[src/rtl/dffram_arbiter_if.sv]
// dffram_arbiter_if: one requester's access/response bundle toward the DFFRAM arbiter.
// master = requester side, slave = arbiter side.
interface dffram_arbiter_if #(parameter int AW = 8);
   logic          req;
   logic [3:0]    we;
   logic [AW-1:0] addr;
   logic [31:0]   wdata;
   logic          gnt;
   logic [31:0]   rdata;
   logic          rvalid;
   modport master (output req, we, addr, wdata, input gnt, rdata, rvalid);
   modport slave (input req, we, addr, wdata, output gnt, rdata, rvalid);
endinterface

[src/rtl/dffram_arbiter.sv]
// dffram_arbiter: two-port round-robin arbiter in front of one single-port DFFRAM, fixed read latency 2.
// Define DFFRAM_ARB_FIXED_PRIO_EN to make port 0 always win contention instead of round-robin.
module dffram_arbiter #(
   parameter int  COLS = 1,
   localparam int AW  = 8 + $clog2(COLS)
) (
   input  logic           CLK,
   input  logic           RST,
   dffram_arbiter_if.slave p0,
   dffram_arbiter_if.slave p1,
   output logic           ram_en,
   output logic [3:0]     ram_we,
   output logic [AW-1:0]  ram_a,
   output logic [31:0]    ram_di,
   input  logic [31:0]    ram_do
);
   logic       g0, g1, any;
   logic [3:0] sel_we;
   logic       tag1_v, tag1_p, tag2_v, tag2_p;
`ifdef DFFRAM_ARB_FIXED_PRIO_EN
   assign g0 = p0.req;
`else
   logic last_grant;
   // last_grant=1 means port 1 was served last, so port 0 wins the next contention
   assign g0 = p0.req & (~p1.req | last_grant);
   always_ff @(posedge CLK or posedge RST)
      if (RST) last_grant <= 1'b1;
      else if (p0.req | p1.req) last_grant <= ~g0;
`endif
   assign g1     = p1.req & ~g0;
   assign any    = g0 | g1;
   assign sel_we = g0 ? p0.we : p1.we;
   assign p0.gnt = g0;
   assign p1.gnt = g1;
   always_ff @(posedge CLK or posedge RST) begin
      if (RST) begin
         ram_en <= 1'b0;
         ram_we <= 4'h0;
         ram_a  <= '0;
         ram_di <= '0;
         tag1_v <= 1'b0;
         tag1_p <= 1'b0;
         tag2_v <= 1'b0;
         tag2_p <= 1'b0;
      end else begin
         ram_en <= any;
         ram_we <= any ? sel_we : 4'h0;
         if (any) begin
            ram_a  <= g0 ? p0.addr : p1.addr;
            ram_di <= g0 ? p0.wdata : p1.wdata;
         end
         tag1_v <= any & (sel_we == 4'h0);
         tag1_p <= g1;
         tag2_v <= tag1_v;
         tag2_p <= tag1_p;
      end
   end
   assign p0.rvalid = tag2_v & ~tag2_p;
   assign p1.rvalid = tag2_v & tag2_p;
   assign p0.rdata  = p0.rvalid ? ram_do : 32'h0;
   assign p1.rdata  = p1.rvalid ? ram_do : 32'h0;
endmodule
[src/flat_wrapper.sv]
// flat-port wrapper written by rule: the top's interface ports become plain ports
module dffram_arbiter_flat 
#(
   parameter int  COLS = 1,
   localparam int AW  = 8 + $clog2(COLS)
)
  (CLK, RST, ram_en, ram_we, ram_a, ram_di, ram_do, p0_req, p0_we, p0_addr, p0_wdata, p0_gnt, p0_rdata, p0_rvalid, p1_req, p1_we, p1_addr, p1_wdata, p1_gnt, p1_rdata, p1_rvalid);
  dffram_arbiter_if p0_i ();
  dffram_arbiter_if p1_i ();
  input  logic CLK;
  input  logic RST;
  output logic ram_en;
  output logic [3:0] ram_we;
  output logic [AW-1:0] ram_a;
  output logic [31:0] ram_di;
  input  logic [31:0] ram_do;
  input wire logic [$bits(p0_i.req)-1:0] p0_req;
  input wire logic [$bits(p0_i.we)-1:0] p0_we;
  input wire logic [$bits(p0_i.addr)-1:0] p0_addr;
  input wire logic [$bits(p0_i.wdata)-1:0] p0_wdata;
  output wire logic [$bits(p0_i.gnt)-1:0] p0_gnt;
  output wire logic [$bits(p0_i.rdata)-1:0] p0_rdata;
  output wire logic [$bits(p0_i.rvalid)-1:0] p0_rvalid;
  input wire logic [$bits(p1_i.req)-1:0] p1_req;
  input wire logic [$bits(p1_i.we)-1:0] p1_we;
  input wire logic [$bits(p1_i.addr)-1:0] p1_addr;
  input wire logic [$bits(p1_i.wdata)-1:0] p1_wdata;
  output wire logic [$bits(p1_i.gnt)-1:0] p1_gnt;
  output wire logic [$bits(p1_i.rdata)-1:0] p1_rdata;
  output wire logic [$bits(p1_i.rvalid)-1:0] p1_rvalid;
  assign p0_i.req = p0_req;
  assign p0_i.we = p0_we;
  assign p0_i.addr = p0_addr;
  assign p0_i.wdata = p0_wdata;
  assign p0_gnt = p0_i.gnt;
  assign p0_rdata = p0_i.rdata;
  assign p0_rvalid = p0_i.rvalid;
  assign p1_i.req = p1_req;
  assign p1_i.we = p1_we;
  assign p1_i.addr = p1_addr;
  assign p1_i.wdata = p1_wdata;
  assign p1_gnt = p1_i.gnt;
  assign p1_rdata = p1_i.rdata;
  assign p1_rvalid = p1_i.rvalid;
  dffram_arbiter #(.COLS(COLS)) u_core (.CLK(CLK), .RST(RST), .p0(p0_i), .p1(p1_i), .ram_en(ram_en), .ram_we(ram_we), .ram_a(ram_a), .ram_di(ram_di), .ram_do(ram_do));
endmodule
[config.mk]
export PLATFORM = sky130hd
export DESIGN_NAME = dffram_arbiter_flat
export DESIGN_NICKNAME = d
export VERILOG_FILES = /design/src/rtl/dffram_arbiter_if.sv /design/src/rtl/dffram_arbiter.sv /design/src/flat_wrapper.sv
export SDC_FILE = /design/constraint.sdc
export NUM_CORES = 1
export LEC_CHECK = 0
export CORE_MARGIN = 2
export CORE_UTILIZATION = 29
export DETAILED_ROUTE_END_ITERATION = 6
export HOLD_SLACK_MARGIN = 0.06
export MAX_ROUTING_LAYER = met4
export PLACE_DENSITY_LB_ADDON = 0.3
export REMOVE_ABC_BUFFERS = 1
export SLEW_MARGIN = 20
export SYNTH_ARGS = -nofsm -noshare
export SYNTH_HDL_FRONTEND = slang
export SYNTH_SLANG_ARGS = --single-unit
[constraint.sdc]
create_clock -name CLK -period 1.58 [get_ports CLK]
set_input_delay 0.395 -clock CLK [delete_from_list [all_inputs] [get_ports CLK]]
set_output_delay 0.395 -clock CLK [all_outputs]
set_load 0.02 [all_outputs]
==> Word level (Yosys, flattened, before mapping) <==
Index checks and enable logic that the tools add are counted.
{ "word_totals": {"register_bits": 50, "inputBits": 124, "output_inout_bits": 113, "elab_cells": 27} }
{ "op_classes": {"muxes": 6, "bitwise": 11, "n_reduce_logical": 1} }
{ "ops": {"columns": ["operator", "n"], "rows": [
  ["2-to-1 mux 32 bit", 3],
  ["2-to-1 mux 4 bit", 2],
  ["2-to-1 mux 8 bit", 1],
  ["bitwise AND 1 bit", 5],
  ["zero test 4 bit", 1],
  ["inverter 1 bit", 3],
  ["bitwise OR 1 bit", 3]
]} }

==> Depth between registers and ports, before layout <==
Gate-level depths: netlist of the first run.
{ "depth": {"depth_word": 7, "mapped_depth": 8, "depth_no_buf": 5} }

==> Least setup slack after synthesis of the first run <==
No wires, ideal clock.
{ "synth_timing": {"kind": "input-to-output", "from": "input p1_req", "to": "output p1_gnt", "arrival_ns": 1.509, "required_ns": 1.185, "setup_slack_ns": -0.324, "cell_stages": 7, "path_buffers": 3, "cell_sequence": "buf_4 > inv_2 > o21ai_4 > inv_2 > buf_6 > buf_2 > nor2_1"} }
{ "synth_between": {"elab_chain_cells": 5} }
{ "synth_rtl": {"columns": ["item", "line_no", "text"], "rows": [
  ["start, declared", "flat_wrapper.sv:24", "input wire logic [$bits(p1_i.req)-1:0] p1_req;"],
  ["inverter 1 bit", "dffram_arbiter.sv:25", "assign g0 = p0.req & (~p1.req | last_grant);"],
  ["bitwise OR 1 bit", "dffram_arbiter.sv:25", null],
  ["bitwise AND 1 bit", "dffram_arbiter.sv:25", null],
  ["via p0_gnt", "flat_wrapper.sv:21", "output wire logic [$bits(p0_i.gnt)-1:0] p0_gnt;"],
  ["inverter 1 bit", "dffram_arbiter.sv:30", "assign g1 = p1.req & ~g0;"],
  ["bitwise AND 1 bit", "dffram_arbiter.sv:30", null],
  ["end, declared", "flat_wrapper.sv:28", "output wire logic [$bits(p1_i.gnt)-1:0] p1_gnt;"]
]} }
The timed path passes the listed nets, and every way through them passes these cells.

==> Worst setup path after layout of the first run <==
{ "layout_timing": {"from": "register u_core.tag2_p", "to": "output p0_rdata[13]"} }
{ "layout_between": {"elab_chain_cells": 3} }
{ "layout_rtl": {"columns": ["item", "line_no", "text"], "rows": [
  ["start, declared", "dffram_arbiter.sv:19", "logic tag1_v, tag1_p, tag2_v, tag2_p;"],
  ["start signal, assigned", "dffram_arbiter.sv:55", "tag2_p <= tag1_p;"],
  ["inverter 1 bit", "dffram_arbiter.sv:58", "assign p0.rvalid = tag2_v & ~tag2_p;"],
  ["bitwise AND 1 bit", "dffram_arbiter.sv:58", null],
  ["2-to-1 mux 32 bit", "dffram_arbiter.sv:60", "assign p0.rdata = p0.rvalid ? ram_do : 32'h0;"],
  ["end, declared", "flat_wrapper.sv:22", "output wire logic [$bits(p0_i.rdata)-1:0] p0_rdata;"]
]} }
Every way passes these cells.

==> results of run 1 <==
area by class of cell:
class	instances	area (um^2)
diodes	1	2.502
clock buffers	6	72.57
clock inverters	2	37.54
fillers	795	3611
inverters	5	18.77
multi-input cells	203	1359
flip-flops and latches	50	1254
well taps	111	138.9
repair buffers	254	2615
layout by cell type (no fill, tap or decap):
master / count
clkdlybuf4s50_1: 121
dfrtp_1: 48
dlygate4sd2_1: 46
mux2i_1: 43
nand2_1: 43
o21ai_1: 40
buf_6: 39
clkdlybuf4s15_2: 33
and3_1: 32
and2_4: 30
buf_4: 8
clkbuf_8: 5
buf_12: 5
nor2_1: 4
inv_2: 3
and2_1: 3
inv_1: 2
diode_2: 1
o21ai_4: 1
nor2b_4: 1
nor2_2: 1
nand3_1: 1
nand3b_1: 1
o21ai_0: 1
and4_1: 1
a21boi_1: 1
clkbuf_1: 1
clkinvlp_4: 1
bufinv_16: 1
clkbuf_16: 1
buf_2: 1
dfstp_2: 1
dfrtp_2: 1
what timing repair did:
item                                    CTS  global route
pin swaps                                 0             9
buffers inserted                          2             1
gates cloned                              1             1
hold buffers                              0             0
resized for setup                       379            13
endpoints found under the setup margin  115            69
cell families (layout without fill, tap and decap cells):
group,after synthesis,count (layout),share of synthesized area
and+or+nand+nor,117,117,0.2297
DFF,50,50,0.4682
AOI/OAI and AO/OA,43,43,0.08559
muxes,43,43,0.1609
buffers and inverters,28,267,0.05566
other,0,1,0
worst paths after layout:
kind,end,start,cells after the start
setup / recovery,p0_rdata[13],u_core.tag2_p,5
hold / removal,u_core.ram_di[30],RST,2
setup reg to reg,u_core.ram_di[9],u_core.last_grant,6
hold reg to reg,u_core.tag2_v,u_core.tag1_v,0
max in group asynchronous,u_core.last_grant,RST,3
min in group CLK,u_core.tag2_v,u_core.tag1_v,0
worst register-to-register path: stages, from the launching register on:
cell and delay (ns):
dfstp_2 0.56, o21ai_4 0.06, inv_2 0.07, buf_6 0.12
buf_4 0.30, nand2_1 0.11, o21ai_1 0.08
registers in the layout, indices dropped and copies added, names as in the netlist:
register / flops
u_core.ram_di: 32
u_core.ram_a: 8
u_core.ram_we: 4
u_core.last_grant: 1
u_core.ram_en: 1
u_core.tag1_p: 1
u_core.tag1_v: 1
u_core.tag2_p: 1
u_core.tag2_v: 1
per-stage QoR:
step	total power, uW	TNS (ns)	hold slack [ns]
floorplan	2042	-31.01	0.3312
global placement	2858	-36.86	0.3331
detailed placement	2882	-39.16	0.3347
CTS	3725	-12.71	0.3285
global route	3914	-15.27	0.3153
finish	3710	-10.56	0.3199
report_power, final:
part / switching (uW) / internal [uW] / total, uW
Combinational: 610 / 653 / 1260
Clock: 452 / 474 / 926
Sequential: 84.3 / 1440 / 1520
per-layer routing:
metal,GRT usage,wire length [um]
met3,0.06128,983
met1,0.1899,3507
met2,0.3929,5729
met5,-,0
met4,0.05585,125
==> flow_metrics.env, run 1 <==
export IMPL_min_period_over_period=1.132
export IMPL_stdcell_count=632
export IMPL_grt_pass1_wl_um=15240
export IMPL_clk_latency_ns=0.31
export IMPL_overflow=0
export IMPL_drt_iter0_drc=95
export IMPL_syn_to_final_growth_pct=105.5
export IMPL_crit_chain="nor2b_4 -> buf_6 -> clkbuf_16 -> and2_4 -> buf_6"
export IMPL_outcome="finished, violations left"
export IMPL_wirelength_um=10350
export IMPL_fmax_mhz=558.9
export IMPL_cts_max_level=2
export IMPL_synth_area_leaders="dfrtp_1 46%, mux2i_1 16%, and2_1 7.7%, and3_1 7.5%, o21ai_1 7.5%"
export IMPL_cts_root_buf="clkbuf_8"
export IMPL_worstSetupPathType="register to output pin"
export IMPL_cts_buffer_depth=2
export IMPL_dp_slack_ns=-0.5871
export IMPL_initial_core_util=0.2937
export IMPL_cp_end_kind="output pin"
export IMPL_worstMarginPinSlew_ns=0.7327
export IMPL_critical_path_most_common_cell="buf_6"
export IMPL_synthArstFlopShare=1.000
export IMPL_grt_pass1_vias=3001
export IMPL_cellLeakagePower_uw=0.002627
export IMPL_worstPathRequired_ns=1.18
export IMPL_die_y_um=100.0
export IMPL_critical_path_max_stage_delay_ns=0.45
export IMPL_final_nets=643
export IMPL_drive_gt1_frac=0.2538
export IMPL_synth_seq_cells=50
export IMPL_gp_congestion=0.8158
export IMPL_die_area_um2=10010
export IMPL_antenna_found_initial=1
export IMPL_crit_buf_inv=3
export IMPL_cap_violations=0
export IMPL_setup_ws_ns=-0.2092
export IMPL_final_max_slew_viol_count=0
export IMPL_setup_viol=67
export IMPL_ir_worst_vdd_uv=388.3
export IMPL_slowest_stage="dfrtp_2"
export IMPL_yosys_cell_count_top_type="dfrtp_1"
export IMPL_detail_route_antenna_nets=0
export IMPL_arrival_ns=1.39
export IMPL_ys_flop_type="dfrtp_1"
export IMPL_ff2ff_setup_slack_ns=0.21
export IMPL_post_drt_wl_per_cell_um=16.37
export IMPL_fin_skew_ns=0.01396
export IMPL_ys_seq_area_frac=0.4682
export IMPL_die_w_um=100.0
export IMPL_dpl_cell_area_um2=5194
export IMPL_rows=35
export IMPL_crit_family="flip-flops"
export IMPL_synth_cells=281
export IMPL_viasPerCell=4.684
export IMPL_synth_distinct_cells=21
export IMPL_startpoint_type="register"
export IMPL_design_area_um2=5498
export IMPL_hold_viol=0
export IMPL_syn_avg_cell_area_um2=9.520
export IMPL_vias=2960
export IMPL_post_route_drc_count=0
export IMPL_powerDensity_nw_per_um2=674.8
export IMPL_crit_fanout=8
export IMPL_hold_class="input pin to asynchronous set/reset pin"
export IMPL_portBuffers=236
export IMPL_track_usage=0.2019
export IMPL_dp_cells=619
export IMPL_dp_hpwl_um=7972
export IMPL_netlist_area_um2=2675
export IMPL_synth_warnings=0
export IMPL_rsz0062_at_grt="true"
export IMPL_grt_max_degree=49
export IMPL_slew_headroom=0.5115
export IMPL_cts_sinks=50
export IMPL_period_needed_ns=1.789
export IMPL_synth_edf_count=0
export IMPL_yosys_area_top_type_share=0.4584
export IMPL_pin_count=237
export IMPL_core_area_um2=9109
export IMPL_cts_tree="yes"
export IMPL_synth_largest_area_cell="dfrtp_1"
export IMPL_violations="negative setup slack"
export IMPL_tritoncts_num_buffers=5
export IMPL_drtPass1Iterations=4
export IMPL_synth_common_cells="49 x dfrtp_1, 43 x mux2i_1, 43 x nand2_1"
export IMPL_cts_clk_slew_worst_paths_ns=0.10
export IMPL_fin_util=0.6036
Note: power is estimated with default switching activity, not from simulation.
==> run 2: changes to the inputs <==
- CORE_MARGIN: 2 -> 1
- GPL_TIMING_DRIVEN: not set -> 1
==> flow_metrics.env, run 2 (synthesis gave the netlist of run 1 again) <==
export IMPL_r2r_start="u_core.last_grant"
export IMPL_ir_worst_vdd_uv=464.0
export IMPL_period_needed_ns=1.794
export IMPL_cts_max_level=2
export IMPL_intPower_uw=2629
export IMPL_worstPathRequired_ns=1.18
export IMPL_viasPerCell=4.817
export IMPL_setup_ws_ns=-0.2137
export IMPL_core_area_um2=8806
export IMPL_fin_tns_setup_ns=-8.948
export IMPL_overflow=0
export IMPL_powerDensity_nw_per_um2=642.6
export IMPL_startpoint_type="register"
export IMPL_worstMarginPinSlew_ns=0.7262
export IMPL_drtPass1Iterations=6
export IMPL_arrival_ns=1.40
export IMPL_final_common_cell="clkdlybuf4s50_1"
export IMPL_min_period_over_period=1.135
export IMPL_detail_route_antenna_nets=0
export IMPL_cts_buffer_depth=2
export IMPL_cellLeakagePower_uw=0.002746
export IMPL_portBuffers=236
export IMPL_fmax_mhz=557.5
export IMPL_grt_pass1_vias=3033
export IMPL_r2r_cells=7
export IMPL_fill_cells=694
export IMPL_grt_max_degree=51
export IMPL_wirelength_um=11490
export IMPL_cap_violations=0
export IMPL_die_w_um=98.05
export IMPL_track_usage=0.2238
export IMPL_worstHoldEndpoint="u_core.tag2_v"
export IMPL_violations="design-rule violations, negative setup slack"
export IMPL_combPwrFrac=0.361
export IMPL_whs_ns=0.3533
export IMPL_syn_to_final_growth_pct=119.6
export IMPL_p_sw_frac=0.3036
export IMPL_hold_class="register to register"
export IMPL_regMostFlops="u_core.ram_di"
export IMPL_top_regs="u_core.ram_di: 32 flops, u_core.ram_a: 8 flops, u_core.ram_we: 4 flops"
export IMPL_cts_clk_slew_worst_paths_ns=0.08
export IMPL_rsz0062_at_grt="true"
export IMPL_initial_core_util=0.3038
export IMPL_die_y_um=98.05
export IMPL_post_route_drc_count=20
export IMPL_crit_fanout=8
export IMPL_drt_iter0_drc=116
export IMPL_cts_root_buf="clkbuf_8"
export IMPL_antenna_found_initial=5
export IMPL_pin_count=237
export IMPL_clockPowerShare=0.235
export IMPL_die_area_um2=9613
export IMPL_ff2ff_setup_slack_ns=0.17
export IMPL_min_path_cells=0
export IMPL_cts_hold_buf=0
export IMPL_gp_congestion=0.8582
export IMPL_post_drt_wl_per_cell_um=17.92
export IMPL_timing_rr_end="u_core.ram_di[26]"
export IMPL_worstSetupPathType="register to output pin"
export IMPL_cp_end_kind="output pin"
export IMPL_hold_start="u_core.tag1_v"
export IMPL_vias=3088
export IMPL_power_frac_seq=0.404
export IMPL_dp_hpwl_um=7611
export IMPL_p_sw_uw=1146
export IMPL_rows=34
export IMPL_final_max_slew_viol_count=0
export IMPL_grt_pass1_wl_um=16110
export IMPL_mostFrequentLayoutCells="121 x clkdlybuf4s50_1, 71 x buf_6, 49 x dfrtp_1"
export IMPL_clk_latency_ns=0.30
export IMPL_outcome="finished, violations left"
export IMPL_fin_skew_ns=0.01251
export IMPL_cts_sinks=50
export IMPL_final_nets=651
export IMPL_largest_reg_flops=32
export IMPL_slew_headroom=0.5159
export IMPL_setup_viol=67
export IMPL_tritoncts_num_buffers=5
export IMPL_hold_viol=0
export IMPL_drive_gt1_frac=0.3277
export IMPL_cts_tree="yes"
## run 2: changes by cell type in the layout (fill, tap and decap cells not counted), moves of 2 or more
cell	previous run	this run
clkdlybuf4s15_2	33	0
and2_4	30	33
diode_2	1	5
and3_4	0	32
buf_16	0	2
and2_1	3	0
clkbuf_16	1	3
bufbuf_16	0	2
and3_1	32	0
buf_6	39	71
## run 2: final cells by class
type,instances,area [um^2],area share
clock buffer,7,76.32,0.01299
antenna,5,12.51,0.002129
inverter,5,21.27,0.003620
clock inverter,1,30.03,0.005111
sequential,50,1252,0.2132
multi-input combinational,203,1531,0.2606
tap,108,135.1,0.02300
timing repair buffer,262,2816,0.4793
## run 2: worst max-delay path: stages, from the launching register on
cell,delay (ns)
dfrtp_1,0.43
nor2b_4,0.15
buf_6,0.13
clkbuf_16,0.14
and2_4,0.14
buf_6,0.11
## run 2: through the flow
| stage | area, um^2 | instances | utilization | setup slack [ns] | total power [uW] |
|---|---|---|---|---|---|
| after detailed placement | 5155 | 613 | 0.5854 | -0.6252 | 2864 |
| after global routing | 5876 | 641 | 0.6672 | -0.2612 | 3967 |
| after CTS | 5489 | 630 | 0.6233 | -0.2143 | 3760 |
| final | 5876 | 641 | 0.6672 | -0.2137 | 3776 |
| after floorplan | 2545 | 258 | - | -0.8291 | 2042 |
| after global placement | 5155 | 613 | 0.5854 | -0.5314 | 2839 |
## run 2: repair_timing
item / 4_1_cts / 5_1_grt
cloned: 4 / 4
setup buffers: 5 / 2
resized for setup: 468 / 66
pin swaps: 13 / 14
setup endpoints to repair: 128 / 68
## run 2: how the worst max path moves through the flow
| stage | depth (start not counted) | slack [ns] | from | end |
|---|---|---|---|---|
| 2_1_floorplan | 2 | -0.83 | u_core.tag2_v | p0_rdata[0] |
| 3_3_place_gp | 5 | -0.53 | p0_req | p1_gnt |
| 3_5_place_dp | 6 | -0.63 | p0_req | u_core.ram_di[1] |
| 4_1_cts | 5 | -0.21 | u_core.tag2_v | p0_rdata[16] |
| 5_1_grt | 5 | -0.26 | u_core.tag2_p | p0_rdata[22] |
| 6_report | 5 | -0.21 | u_core.tag2_p | p0_rdata[22] |
## run 2: power by group through the flow
stage	sequential (uW)	combinational [uW]	clock (uW)
6_report	1520	1360	888
3_5_place_dp	1550	1320	0
5_1_grt	1540	1450	977
4_1_cts	1520	1310	922
3_3_place_gp	1540	1290	0
2_1_floorplan	1730	309	0
## run 2: layer usage
| layer | GRT usage | routed length [um] | vias to the layer above |
|---|---|---|---|
| li1 | - | - | 1453 |
| met1 | 0.2422 | 4274 | 1466 |
| met2 | 0.4079 | 6095 | 157 |
| met3 | 0.03794 | 815 | 12 |
| met4 | 0.08275 | 301 | 0 |
| met5 | - | 0 | - |
